## src/rtl/dilithium_stream_adapter.sv

```systemverilog
// -----------------------------------------------------------------------------
// dilithium_stream_adapter
//
// Host-to-core adapter for the Dilithium accelerator. A start/mode command is
// turned into a core operation code. HOST_W-bit host input words are split into
// 32-bit core words, least significant lane first. 32-bit core output words are
// buffered in a FIFO and packed back into host words. done pulses once the
// mode's full output length has reached the host.
//
// Parameters
//   HOST_W        host data width: 32, 64 or 128 (R = HOST_W/32 lanes)
//   FIFO_DEPTH    output FIFO depth in core words (power of two, >= 2*R)
//   KG/SG/VF_OUT_WORDS  core words produced by keygen / sign / verify
//
// Ports
//   clk, rst_n                    clock, asynchronous active-low reset
//   start, mode                   command strobe (IDLE only), 0 kg 1 sg 2 vf 3 bad
//   busy, err, done               status: busy level, illegal-mode pulse, done pulse
//   valid_i, ready_i, data_i      host input stream
//   valid_o, ready_o, data_o      host output stream
//   op, op_valid, op_ready        core command, op = {2'b00, mode}
//   core_data_in/valid_in/ready_in     core input stream
//   core_data_out/valid_out/ready_out  core output stream
//
// Optional feature: define DILITHIUM_ADAPTER_PERF_EN to add perf_cycles, a
// saturating count of busy cycles, cleared on every accepted start.
// -----------------------------------------------------------------------------
module dilithium_stream_adapter #(
  parameter int HOST_W       = 32,
  parameter int FIFO_DEPTH   = 16,
  parameter int KG_OUT_WORDS = 960,
  parameter int SG_OUT_WORDS = 605,
  parameter int VF_OUT_WORDS = 1
) (
  input  logic              clk,
  input  logic              rst_n,
  input  logic              start,
  input  logic [1:0]        mode,
  output logic              busy,
  output logic              err,
  output logic              done,
  input  logic              valid_i,
  output logic              ready_i,
  input  logic [HOST_W-1:0] data_i,
  output logic              valid_o,
  input  logic              ready_o,
  output logic [HOST_W-1:0] data_o,
  output logic [3:0]        op,
  output logic              op_valid,
  input  logic              op_ready,
  output logic [31:0]       core_data_in,
  output logic              core_valid_in,
  input  logic              core_ready_in,
  input  logic [31:0]       core_data_out,
  input  logic              core_valid_out,
  output logic              core_ready_out
`ifdef DILITHIUM_ADAPTER_PERF_EN
  ,
  output logic [31:0]       perf_cycles
`endif
);

  localparam int R  = HOST_W / 32;
  localparam int AW = $clog2(FIFO_DEPTH);
  localparam int CW = AW + 1;

  typedef enum logic [1:0] {S_IDLE, S_CMD, S_RUN, S_FLUSH} state_t;

  state_t            state_q, state_d;
  logic [1:0]        mode_q;
  logic [15:0]       target_q, mode_target, out_cnt;
  logic [HOST_W-1:0] in_buf;
  logic [2:0]        in_cnt;
  logic [31:0]       mem [FIFO_DEPTH];
  logic [AW-1:0]     wr_ptr, rd_ptr;
  logic [CW-1:0]     fifo_cnt, pop_n;
  logic [HOST_W-1:0] pack_data;
  logic              start_ok, illegal, core_all, push, load_ok, flush_done;

  assign start_ok = (state_q == S_IDLE) && start && (mode != 2'd3);
  assign illegal  = (state_q == S_IDLE) && start && (mode == 2'd3);
  assign core_all = (out_cnt == target_q);
  assign push     = core_valid_out && core_ready_out;

  assign busy           = (state_q != S_IDLE);
  assign op_valid       = (state_q == S_CMD);
  assign op             = {2'b00, mode_q};
  assign ready_i        = (state_q == S_RUN) && (in_cnt == 3'd0);
  assign core_valid_in  = (state_q == S_RUN) && (in_cnt != 3'd0);
  assign core_data_in   = in_buf[31:0];
  assign core_ready_out = (state_q == S_RUN) && (fifo_cnt != CW'(FIFO_DEPTH)) &&
                          (out_cnt < target_q);

  always_comb begin
    mode_target = 16'(KG_OUT_WORDS);
    case (mode)
      2'd1:    mode_target = 16'(SG_OUT_WORDS);
      2'd2:    mode_target = 16'(VF_OUT_WORDS);
      default: ;
    endcase
  end

  // NOTE: every signal written in a combinational block gets a default first,
  // so no path through the block can leave it unassigned and infer a latch.
  always_comb begin
    state_d    = state_q;
    flush_done = 1'b0;
    case (state_q)
      S_IDLE:  if (start_ok) state_d = S_CMD;
      S_CMD:   if (op_ready) state_d = S_RUN;
      S_RUN:   if (core_all) state_d = S_FLUSH;
      S_FLUSH: begin
        // Leave once the FIFO is drained and the last host word is taken.
        if ((fifo_cnt == '0) && (!valid_o || ready_o)) begin
          state_d    = S_IDLE;
          flush_done = 1'b1;
        end
      end
      default: state_d = S_IDLE;
    endcase
  end

  // NOTE: sequential state uses non-blocking assignments so all registers
  // update together from the values seen before the clock edge.
  always_ff @(posedge clk or negedge rst_n) begin
    if (!rst_n) begin
      state_q  <= S_IDLE;
      mode_q   <= 2'd0;
      target_q <= 16'd0;
      out_cnt  <= 16'd0;
      err      <= 1'b0;
      done     <= 1'b0;
    end else begin
      state_q <= state_d;
      err     <= illegal;
      done    <= flush_done;
      if (start_ok) begin
        mode_q   <= mode;
        target_q <= mode_target;
        out_cnt  <= 16'd0;
      end else if (push) begin
        out_cnt <= out_cnt + 16'd1;
      end
    end
  end

  // Input lane register: one host word, shifted down one lane per core
  // handshake. Anything still pending when RUN ends is dropped.
  always_ff @(posedge clk or negedge rst_n) begin
    if (!rst_n) begin
      in_buf <= '0;
      in_cnt <= 3'd0;
    end else if (state_q != S_RUN) begin
      in_cnt <= 3'd0;
    end else if (valid_i && ready_i) begin
      in_buf <= data_i;
      in_cnt <= 3'(R);
    end else if (core_valid_in && core_ready_in) begin
      in_buf <= in_buf >> 32;
      in_cnt <= in_cnt - 3'd1;
    end
  end

  // NOTE: the FIFO storage has no reset; the pointers and count alone define
  // which entries are meaningful, so stale contents after reset are harmless.
  always_ff @(posedge clk) begin
    if (push) mem[wr_ptr] <= core_data_out;
  end

  // Packer: take a full group of R words, or whatever remains once the core
  // has delivered its last word, with the missing upper lanes left at zero.
  always_comb begin
    load_ok   = !valid_o || ready_o;
    pop_n     = '0;
    pack_data = '0;
    if (load_ok) begin
      if (fifo_cnt >= CW'(R)) pop_n = CW'(R);
      else if (core_all)      pop_n = fifo_cnt;
    end
    for (int i = 0; i < R; i++) begin
      if (CW'(i) < pop_n) pack_data[32*i +: 32] = mem[rd_ptr + AW'(i)];
    end
  end

  always_ff @(posedge clk or negedge rst_n) begin
    if (!rst_n) begin
      wr_ptr   <= '0;
      rd_ptr   <= '0;
      fifo_cnt <= '0;
      valid_o  <= 1'b0;
      data_o   <= '0;
    end else begin
      if (push) wr_ptr <= wr_ptr + AW'(1);
      rd_ptr   <= rd_ptr + AW'(pop_n);
      fifo_cnt <= fifo_cnt + CW'(push) - pop_n;
      if (load_ok) begin
        valid_o <= (pop_n != '0);
        if (pop_n != '0) data_o <= pack_data;
      end
    end
  end

`ifdef DILITHIUM_ADAPTER_PERF_EN
  always_ff @(posedge clk or negedge rst_n) begin
    if (!rst_n)                    perf_cycles <= 32'd0;
    else if (start_ok)             perf_cycles <= 32'd0;
    else if (busy && (perf_cycles != 32'hFFFF_FFFF))
                                   perf_cycles <= perf_cycles + 32'd1;
  end
`endif

endmodule
```

## config.mk

```make
export PLATFORM = sky130hd
export DESIGN_NAME = dilithium_stream_adapter
export DESIGN_NICKNAME = d
export VERILOG_FILES = /design/src/rtl/dilithium_stream_adapter.sv
export SDC_FILE = /design/constraint.sdc
export NUM_CORES = 1
export LEC_CHECK = 0
export CORE_ASPECT_RATIO = 0.75
export CORE_MARGIN = 8
export CORE_UTILIZATION = 53
export CTS_BUF_LIST = sky130_fd_sc_hd__clkbuf_16
export CTS_CLUSTER_DIAMETER = 120
export DETAILED_ROUTE_END_ITERATION = 10
export PLACE_DENSITY = 0.75
export SLEW_MARGIN = 20
export SYNTH_ARGS = -nofsm -noshare
export SYNTH_HDL_FRONTEND = slang
export SYNTH_SLANG_ARGS = --single-unit
```

## constraint.sdc

```tcl
create_clock -name clk -period 3.99 [get_ports clk]
set_input_delay 0.798 -clock clk [delete_from_list [all_inputs] [get_ports clk]]
set_output_delay 0.798 -clock clk [all_outputs]
set_load 0.05 [all_outputs]
```

**Yosys cells after proc, flatten, opt, wreduce, memory -nomap -nowiden**

Memories as Yosys holds them, arrays and structs flattened. A register that Yosys moved wholly into a read port is not among the register bits.
Index checks and enable logic that the tools add are counted.

- Logic and storage cells: 82
- RAM bits: 512
- Memories kept: 1
- Bits in registers: 87
- Bits of input ports: 74

Memory list:

| memory | words | width | rd ports | clocked after memory_dff | wr ports | RTL line | source |
|---|---|---|---|---|---|---|---|
| mem | 16 | 32 | 1 | 1 | 1 | 74 | `logic [31:0] mem [FIFO_DEPTH];` |

- Reduce and logical (&&, ||, !) cells: 26
- Muxes and demuxes: 20
- $lt $le $gt $ge: 2
- Equal/unequal tests: 14
- Add/sub/neg operators: 6
- Bitwise operators: 1

Operator list:

| operator | number |
|---|---|
| $mux 32 | 2 |
| $mux 16 | 2 |
| $pmux 10 s2 | 1 |
| $add 16x1->16 const B | 1 |
| $eq 16x16->1 | 1 |
| $lt 16x16->1 | 1 |
| $mux 5 | 3 |
| $logic_and 1x1->1 | 11 |
| $ne 2x2->1 const B | 5 |
| $mux 3 | 3 |
| $eq 2x2->1 const B | 4 |
| $mux 2 | 4 |
| $pmux 2 s4 | 1 |
| $reduce_bool 2->1 | 3 |
| $reduce_bool 3->1 | 2 |
| $add 5x1->5 | 1 |
| $ge 5x1->1 const B | 1 |
| $logic_not 5->1 | 1 |
| $ne 5x5->1 const B | 1 |
| $reduce_bool 5->1 | 1 |
| $sub 5x5->5 | 1 |
| $add 4x1->4 const B | 1 |
| $add 4x4->4 | 1 |
| $eq 2x1->1 const B | 2 |
| other kinds (10) | 15 |

**Depth between registers and ports, before layout**

Gate-level depths: netlist of the first run.

- Word-level depth: 6
- Depth in mapped cells: 15
- Gate-level depth less buffers: 14

**Worst setup path after synthesis of the first run**

OpenSTA, ideal clock, no wires.

- Path type: register to register
- From: reg state_q[0]
- To: mem mem[9][0] (enable)
- Data arrival time: 3.781 ns
- Cell stages (with the launch flop): 9
- Setup time: 0.461 ns
- Setup slack: -0.252 ns
- Data required time: 3.529 ns
- Path through: dfrtp_1 > inv_1 > ha_1 > buf_2 > nor2b_1 > and4_1 > and2_1 > o211ai_1 > nor3_1

- Word-level cells in the longest chain between the ends: 6

Ends and longest elaborated chain:

| element | RTL line | source |
|---|---|---|
| start: declaration | 69 | `state_t state_q, state_d;` |
| start signal: assignment | 134 | `state_q <= state_d;` |
| $eq 2x2->1 | 91 | `assign core_ready_out = (state_q == S_RUN) && (fifo_cnt != CW'(FIFO_DEPTH)) &&` |
| $logic_and 1x1->1 (2 in series) | 91 |  |
| $logic_and 1x1->1 | 83 | `assign push = core_valid_out && core_ready_out;` |
| $mux 1 | 167 | `if (push) mem[wr_ptr] <= core_data_out;` |
| $mux 1 (implied by the code) | 167 |  |
| end: declaration | 74 |  |

Every way passes these cells.

**Worst setup path in the final report of the first run**

- From: reg state_q[0]
- To: out core_ready_out

- Word-level cells in the longest chain between the ends: 3

Ends and longest elaborated chain:

| element | RTL line | source |
|---|---|---|
| $eq 2x2->1 | 91 |  |
| $logic_and 1x1->1 (2 in series) | 91 |  |
| end: declaration | 56 | `output logic core_ready_out` |

Every way passes these cells.

==> results.json, run 1 <==
{
  "netlist.area_leader.share": 0.6328,
  "clock_path_buffers": 3,
  "numCtsBuffers": 56,
  "yosys-top-cells-area": "edfxtp_1 (63%), mux4_2 (12%), dfrtp_1 (11%)",
  "timing.final.crit_share": 0.9449,
  "ys_ff_latch": 619,
  "rrSetupSlack_ns": 0.73,
  "synthTopCellsByCount": "edfxtp_1 (512), mux4_2 (128), dfrtp_1 (107)",
  "hold_class": "input pin to asynchronous set/reset pin",
  "htreeDepth": 2,
  "ctsHoldBuffers": 0,
  "top_layer": "met5",
  "synth-edff-count": 512,
  "die_w_um": 263.2,
  "power.density_nw_per_um2": 704.0,
  "reg2reg_depth": 14,
  "layout_min_cycle_time_ns": 3.770,
  "ir_drop_v": 0.0004706,
  "yosys_warnings": 0,
  "wl_per_cell_um": 25.93,
  "viasPerCell": 5.961,
  "fp.dieH_um": 201.4,
  "synth_flop_cell": "edfxtp_1",
  "setup_tns_ns": 0,
  "total_power_mw": 20.15,
  "place_inst": 1927,
  "globalRouteOverflowTotal": 0,
  "post_cts_buffers": 0,
  "max_freq_mhz": 265.2,
  "critical_path_class": "flop to output port",
  "io_pins": 150,
  "grt_usage": 0.1980,
  "start_kind": "flop",
  "slew_viol_final": 0,
  "dpl_cell_area_um2": 26850,
  "remaining_drc_errors": 0,
  "power.switching_mw": 6.700,
  "p_seq_frac": 0.415,
  "critPathRequiredTime_ns": 3.19,
  "status": "completed",
  "fin_skew_ns": 0.01833,
  "grt_max_degree": 64,
  "fin_nets": 1500,
  "wl_met2_um": 25600,
  "grt_pass1_vias": 12700,
  "grt_pass1_wl_um": 80210,
  "dp_slack_ns": 0.6780,
  "antenna_found_initial": 4,
  "slew_headroom": 0.3349,
  "drive_gt1_frac": 0.2019,
  "start_util": 0.5328,
  "portBuffers": 147,
  "ys_types": 60,
  "coreArea_um2": 45600,
  "worstPathArrival_ns": 2.97,
  "num_vias": 12110,
  "final-setup-viol-count": 0,
  "clk_pin_slew_ns": 0.07,
  "cts_root_buf": "clkbuf_16",
  "die-area_um2": 53020,
  "hold_viol_final": 0,
  "cts_tree": "yes",
  "yosysTopAreaCell": "edfxtp_1",
  "clkPwrFrac": 0.257,
  "route.met3.wl_um": 3289,
  "yosysSeqAreaShare": 0.7430,
  "firstDrtPassIters": 5,
  "yosysMostFrequentCell": "edfxtp_1",
  "maxCapViolCount": 0,
  "power_leakage_nw": 9.922,
  "final_cells": 2032,
  "p_comb_frac": 0.327,
  "tightest_slew_ns": 0.9976,
  "cts-resized-gates": 0,
  "rsz0062_at_grt": "false",
  "netlist_area_um2": 24300,
  "area_delta_synth_final_pct": 17.80,
  "ant_nets": 0,
  "clk_latency_ns": 0.59,
  "syn_inst": 1202,
  "dp_hpwl_um": 30600,
  "clkSinkCount": 619,
  "wl_met1_um": 22860,
  "intPower_mw": 13.45,
  "gp_congestion": 0.7736,
  "setup_ws_ns": 0.2199,
  "dr.first_iter.drc_count": 1090,
  "synthArstFlopShare": 0.1729,
  "p_sw_frac": 0.3326,
  "syn_avg_cell_area_um2": 20.21,
  "postLayoutCellArea_um2": 28620,
  "cp-end-kind": "output port",
  "wl_um": 52680,
  "path_max_fanout": 12,
  "num_rows": 68
}
## critical path, cell delays in order, from the launching register on
cell	delay [ns]
dfrtp_1	0.40
inv_1	0.14
ha_1	0.19
nor2b_1	0.13
and4_1	0.22
nand2_2	0.23
a21oi_1	0.23
clkdlybuf4s50_1	0.84
## metrics by stage
step / utilization / hold slack [ns]
finish: 0.6276 / 0.2964
global route: 0.6276 / 0.3647
CTS: 0.6274 / 0.3264
detailed placement: 0.5887 / 0.4758
global placement: 0.5887 / 0.4619
floorplan: - / 0.4498
## final cells by class
cell class                 count  area [µm²]
antenna                        1       2.502
sequential                   619       18060
multi-input combinational    504        6040
timing repair buffer         187        1919
inverter                      22       82.58
clock buffer                  56        1401
tap                          595       744.5
clock inverter                48       366.6
fill                        3092       16980
## layout by cell type, fill, tap and decap left out, types with 3 or more instances in the layout
master	Yosys	layout
nor2_1	21	7
a2111oi_4	3	3
o221ai_1	32	32
buf_4	3	29
o211ai_1	3	3
and2_1	7	7
dfrtp_4	0	3
nor2b_1	4	4
a21o_1	3	3
clkinv_2	0	7
xnor2_1	7	7
nand2_1	66	65
mux4_2	128	128
dfrtp_1	107	104
inv_1	22	38
buf_12	0	12
clkdlybuf4s50_1	0	146
clkinvlp_4	0	5
a22o_1	33	33
o21ai_0	5	5
nand2b_1	10	10
nor2_4	0	14
conb_1	2	8
clkbuf_16	0	56
a211oi_1	3	3
nand4_1	3	3
xor2_1	3	3
clkinv_1	0	11
ha_1	34	34
mux2_2	3	3
nand2_2	2	3
mux2i_1	75	75
a21oi_1	6	6
edfxtp_1	512	512
nand3_1	10	10
bufinv_16	0	5
## sequential cells by signal, indices dropped and copies added, names as in the netlist
register and cells:
core_data_in 32, target_q 4, done 1, mode_q 2
valid_o 1, state_q 2, rd_ptr 4, mem 512
fifo_cnt 5, in_cnt 3, err 1, wr_ptr 4
out_cnt 16, data_o 32
## path summary, 6_finish.rpt
kind,from,endpoint
worst max-delay path,state_q[0],core_ready_out
worst max register to register,state_q[0],fifo_cnt[4]
min in group clk,target_q[6],target_q[6]
worst min-delay path,rst_n,target_q[4]
worst min register to register,target_q[6],target_q[6]
max in group asynchronous,rst_n,data_o[28]
## cell families (layout without fill, tap and decap cells)
kind of cell / count (synthesis) / after routing / synth area share
AO/OA/AOI/OAI: 102 / 102 / 0.03888
XOR/XNOR: 10 / 10 / 0.003605
adder cells (fa/ha/maj): 36 / 36 / 0.01916
buffers and inverters: 85 / 313 / 0.01504
flip-flops: 619 / 619 / 0.7430
multiplexers: 207 / 207 / 0.1516
other: 2 / 9 / 0.0003091
AND/OR/NAND/NOR: 141 / 141 / 0.02843
## power by group through the flow
stage	registers, mW	logic [mW]	clock network [mW]
6_report	8.37	6.60	5.18
5_1_grt	8.45	7.03	5.51
4_1_cts	8.37	6.69	5.29
3_5_place_dp	8.49	6.65	0
3_3_place_gp	8.46	6.50	0
2_1_floorplan	9.17	3.83	0
## layer usage
| metal | global-route usage | vias to the layer above |
|---|---|---|
| li1 | - | 5250 |
| met1 | 0.2826 | 6385 |
| met2 | 0.3206 | 395 |
| met3 | 0.03513 | 76 |
| met4 | 0.04418 | 6 |
| met5 | 0 | - |
No activity file was read; power rests on OpenSTA's default activity.
==> run 2: changes to the inputs <==
CORE_MARGIN = 3   (was 8)
clock period = 3.35 ns   (was 3.99 ns; I/O delays follow)
==> results.json, run 2 (synthesized netlist as in run 1, its figures left out) <==
{
  "numCtsBuffers": 55,
  "hold_class": "input pin to asynchronous set/reset pin",
  "setup_ws_ns": 0.1242,
  "grt_pass1_wl_um": 80050,
  "gp_congestion": 0.7797,
  "dr.first_iter.drc_count": 1054,
  "die_w_um": 253.2,
  "antenna_found_initial": 3,
  "portBuffers": 147,
  "reg2reg_depth": 7,
  "layout_min_cycle_time_ns": 3.226,
  "status": "completed",
  "viasPerCell": 6.002,
  "cp-end-kind": "output port",
  "ir_drop_v": 0.0005958,
  "cts_tree": "yes",
  "slew_viol_final": 0,
  "wl_per_cell_um": 25.57,
  "critical_path_class": "flop to output port",
  "critical_path.most_common_cell": "buf_4",
  "hold_viol_final": 0,
  "fin_util": 0.6385,
  "num_vias": 12220,
  "max_freq_mhz": 310.0,
  "tightest_slew_ns": 1.018,
  "grt_pass1_vias": 12910,
  "io_pins": 150,
  "setup_tns_ns": 0,
  "critPathRequiredTime_ns": 2.68,
  "worstPathArrival_ns": 2.56,
  "dp_slack_ns": 0.1613,
  "hold_ws_ns": 0.1218,
  "clock_path_buffers": 3,
  "final_cells": 2035,
  "fp.dieH_um": 191.4,
  "timing.final.crit_share": 0.9629,
  "firstDrtPassIters": 5,
  "dpl_cell_area_um2": 26900,
  "grt_max_degree": 62,
  "clk_latency_ns": 0.59,
  "num_rows": 67,
  "clk_pin_slew_ns": 0.06,
  "cpPeakStageDelay_ns": 0.44,
  "final_cell_mix": "edfxtp_1 (512), clkdlybuf4s50_1 (145), mux4_2 (128)",
  "clkSinkCount": 619,
  "fin_nets": 1512,
  "area_delta_synth_final_pct": 18.08,
  "power_leakage_nw": 9.986,
  "wl_um": 52040,
  "postLayoutCellArea_um2": 28690,
  "critPathSlowestCell": "dfrtp_1",
  "largest_reg_flops": 512,
  "remaining_drc_errors": 0,
  "crit_chain": "ha_1, nand4_1, o311ai_4, buf_4, a21oi_1, buf_4",
  "path_max_fanout": 11,
  "grt_usage": 0.2225,
  "power.density_nw_per_um2": 839.8,
  "coreArea_um2": 44930,
  "total_power_mw": 24.09,
  "globalRouteOverflowTotal": 0,
  "fin_skew_ns": 0.01944,
  "dp_hpwl_um": 30350,
  "place_inst": 1931,
  "start_kind": "flop",
  "ctsHoldBuffers": 0,
  "ant_nets": 0,
  "drive_gt1_frac": 0.2093,
  "maxCapViolCount": 0,
  "slew_headroom": 0.3214,
  "die-area_um2": 48470,
  "cts_root_buf": "clkbuf_16",
  "htreeDepth": 2,
  "final_common_cell": "edfxtp_1",
  "final-setup-viol-count": 0,
  "start_util": 0.5407,
  "top_register": "mem"
}
run 2: critical path: cells and delay by family (launching register included):
family | cells | cell delay (ns)
adders and majority gates | 1 | 0.33
AOI/OAI and AO/OA | 2 | 0.49
DFF | 1 | 0.44
and+or+nand+nor | 1 | 0.22
buffers and inverters | 2 | 0.49
run 2: worst paths after layout:
kind                            start        endpoint  slack, ns
hold reg to reg             mode_q[0]       mode_q[0]       0.49
max in group asynchronous       rst_n      data_o[11]       2.49
min in group clk            mode_q[0]       mode_q[0]       0.49
setup / recovery           out_cnt[6]  core_ready_out       0.12
setup reg to reg           out_cnt[2]      mem[11][6]       0.19
hold / removal                  rst_n      data_o[10]       0.12
run 2: layer usage:
metal,part of all wire,vias up,GRT usage
met5,0.00048,-,0
met4,0.022,4,0.05785
met3,0.062,91,0.03740
met2,0.48,402,0.3571
met1,0.43,6437,0.3230
li1,-,5281,-
run 2: layout make-up:
cell class | instances | area (µm²)
Fill cell | 3021 | 16240
Inverter | 22 | 82.58
Sequential cell | 619 | 18060
Timing Repair Buffer | 200 | 1989
Tap cell | 586 | 733.2
Clock buffer | 56 | 1401
Multi-Input combinational cell | 504 | 6050
Antenna cell | 1 | 2.502
Clock inverter | 47 | 366.6
run 2: repair_timing:
item                                    4_1_cts  5_1_grt
gates resized for setup                       0        3
hold endpoints to repair                      0        0
setup buffers                                 0        0
endpoints found under the setup margin        0       11
run 2: report_power, final:
group / switching, mW / leakage (nW) / internal, mW
sequential: 0.815 / 5.95 / 9.16
combinational: 4.46 / 3.13 / 3.51
clock: 2.72 / 0.903 / 3.43
total: 7.99 / 9.99 / 16.1
==> run 3: changes to the inputs <==
REMOVE_ABC_BUFFERS = 1   (was not set)
==> results.json, run 3 (synthesized netlist as in run 1, its figures left out) <==
{
  "area_delta_synth_final_pct": 18.49,
  "antenna_found_initial": 1,
  "reg2reg_depth": 14,
  "fin_nets": 1511,
  "dr.first_iter.drc_count": 1264,
  "final_cell_mix": "edfxtp_1 (512), clkdlybuf4s50_1 (145), mux4_2 (128)",
  "firstDrtPassIters": 5,
  "wl_per_cell_um": 25.77,
  "use_met2": 0.3619,
  "dp_slack_ns": 0.1832,
  "timing.rr.end": "fifo_cnt[4]",
  "timing.rr.start": "out_cnt[0]",
  "hold_viol_final": 0,
  "use_met3": 0.03428,
  "multi_input_area_um2": 6027,
  "timing.final.crit_share": 0.9527,
  "ctsHoldBuffers": 0,
  "ant_nets": 0,
  "top_register": "mem",
  "grt_pass1_wl_um": 79300,
  "globalRouteOverflowTotal": 0,
  "htreeDepth": 2,
  "fp.dieH_um": 191.4,
  "viasPerCell": 6.010,
  "rsz0062_at_grt": "false",
  "remaining_drc_errors": 0,
  "cp-end-kind": "output port",
  "grt_pass1_vias": 12540,
  "die-area_um2": 48470,
  "grt_usage": 0.2220,
  "clk_pin_slew_ns": 0.06,
  "cts_tree": "yes",
  "seqCellArea_um2": 18060,
  "slew_viol_final": 0,
  "clkSinkCount": 619,
  "critical_path_class": "flop to output port",
  "place_inst": 1929,
  "final_common_cell": "edfxtp_1",
  "hold_ws_ns": 0.09076,
  "power_leakage_nw": 10.03,
  "ir_drop_v": 0.0006287,
  "grt_max_degree": 54,
  "wl_um": 52500,
  "start_util": 0.5407,
  "rrSetupSlack_ns": 0.27,
  "cts_root_buf": "clkbuf_16",
  "dp_hpwl_um": 29340,
  "critPathRequiredTime_ns": 2.68,
  "fin_skew_ns": 0.01933,
  "clock_path_buffers": 3,
  "status": "completed",
  "path_max_fanout": 11,
  "maxCapViolCount": 0,
  "clk_latency_ns": 0.60,
  "grt-busiest-layer": "met2",
  "layout_min_cycle_time_ns": 3.191,
  "cp-startpoint": "out_cnt[6]",
  "die_w_um": 253.2,
  "num_rows": 67,
  "slew_headroom": 0.4566,
  "power.density_nw_per_um2": 840.7,
  "io_pins": 150,
  "largest_reg_flops": 512,
  "setup_ws_ns": 0.1586,
  "nFillCells": 2973,
  "gr-usage-met1": 0.3180,
  "gp_congestion": 0.7772,
  "tightest_slew_ns": 0.8127,
  "worstPathArrival_ns": 2.52,
  "portBuffers": 147,
  "setup_tns_ns": 0,
  "max_freq_mhz": 313.3,
  "start_kind": "flop",
  "coreArea_um2": 44930,
  "final_cells": 2037,
  "final-setup-viol-count": 0,
  "drive_gt1_frac": 0.2084,
  "hold_class": "input pin to asynchronous set/reset pin",
  "num_vias": 12240,
  "numCtsBuffers": 56,
  "post_cts_buffers": 0
}
-- run 3: cell count changes in the layout (fill, tap and decap cells not counted), sizes merged --
| cell | change |
|---|---|
| clkinvlp | -2 |
| inv | +4 |
| bufinv | +2 |
| buf | -2 |
| diode | +1 |
| clkinv | -1 |
-- run 3: timing repair --
| action | in CTS | in global routing |
|---|---|---|
| resized for setup | 0 | 2 |
| hold endpoints to repair | 0 | 0 |
| setup endpoints to repair | 0 | 1 |
-- run 3: critical path, cell delays in order (launching register included) --
cell and delay, ns:
dfrtp_1 0.44, ha_1 0.32, nand4_1 0.17, o311ai_2 0.46, buf_6 0.25, a21oi_1 0.10
buf_4 0.20
-- run 3: per-layer routing --
layer	share of wire	routed length, µm
met4	0.021	1107
met5	0	0
met3	0.070	3651
met2	0.49	25900
met1	0.42	21840
-- run 3: area by class of cell --
class                      instances  area share
inverter                          22    0.002868
clock inverter                    50     0.01512
tap                              586     0.02547
timing repair buffer             198     0.07089
clock buffer                      56     0.04868
multi-input combinational        504      0.2094
antenna                            2   0.0001738
sequential                       619      0.6275
-- run 3: how the worst max path moves through the flow --
stage / endpoint / slack [ns] / cells past startpoint
floorplan: data_o[0] / -2.70 / 3
global placement: fifo_cnt[4] / 0.25 / 13
detailed placement: fifo_cnt[4] / 0.18 / 13
CTS: core_ready_out / 0.07 / 7
global route: core_ready_out / 0.03 / 6
finish: core_ready_out / 0.16 / 6
-- run 3: power breakdown --
group          switching (mW)  internal, mW  leakage [nW]  total (mW)
Sequential              0.806          9.16          5.95        9.97
Clock                    2.75          3.59         0.953        6.34
Combinational            4.39          3.51          3.12        7.90
Total                    7.94          16.3          10.0        24.2
-- run 3: stage by stage --
| step | power, mW | cell area (µm²) | utilization |
|---|---|---|---|
| after detailed placement | 18.06 | 26940 | 0.5996 |
| final | 24.20 | 28790 | 0.6407 |
| after floorplan | 15.41 | 24040 | - |
| after global routing | 25.26 | 28790 | 0.6406 |
| after global placement | 17.89 | 26940 | 0.5996 |
| after CTS | 24.43 | 28780 | 0.6405 |
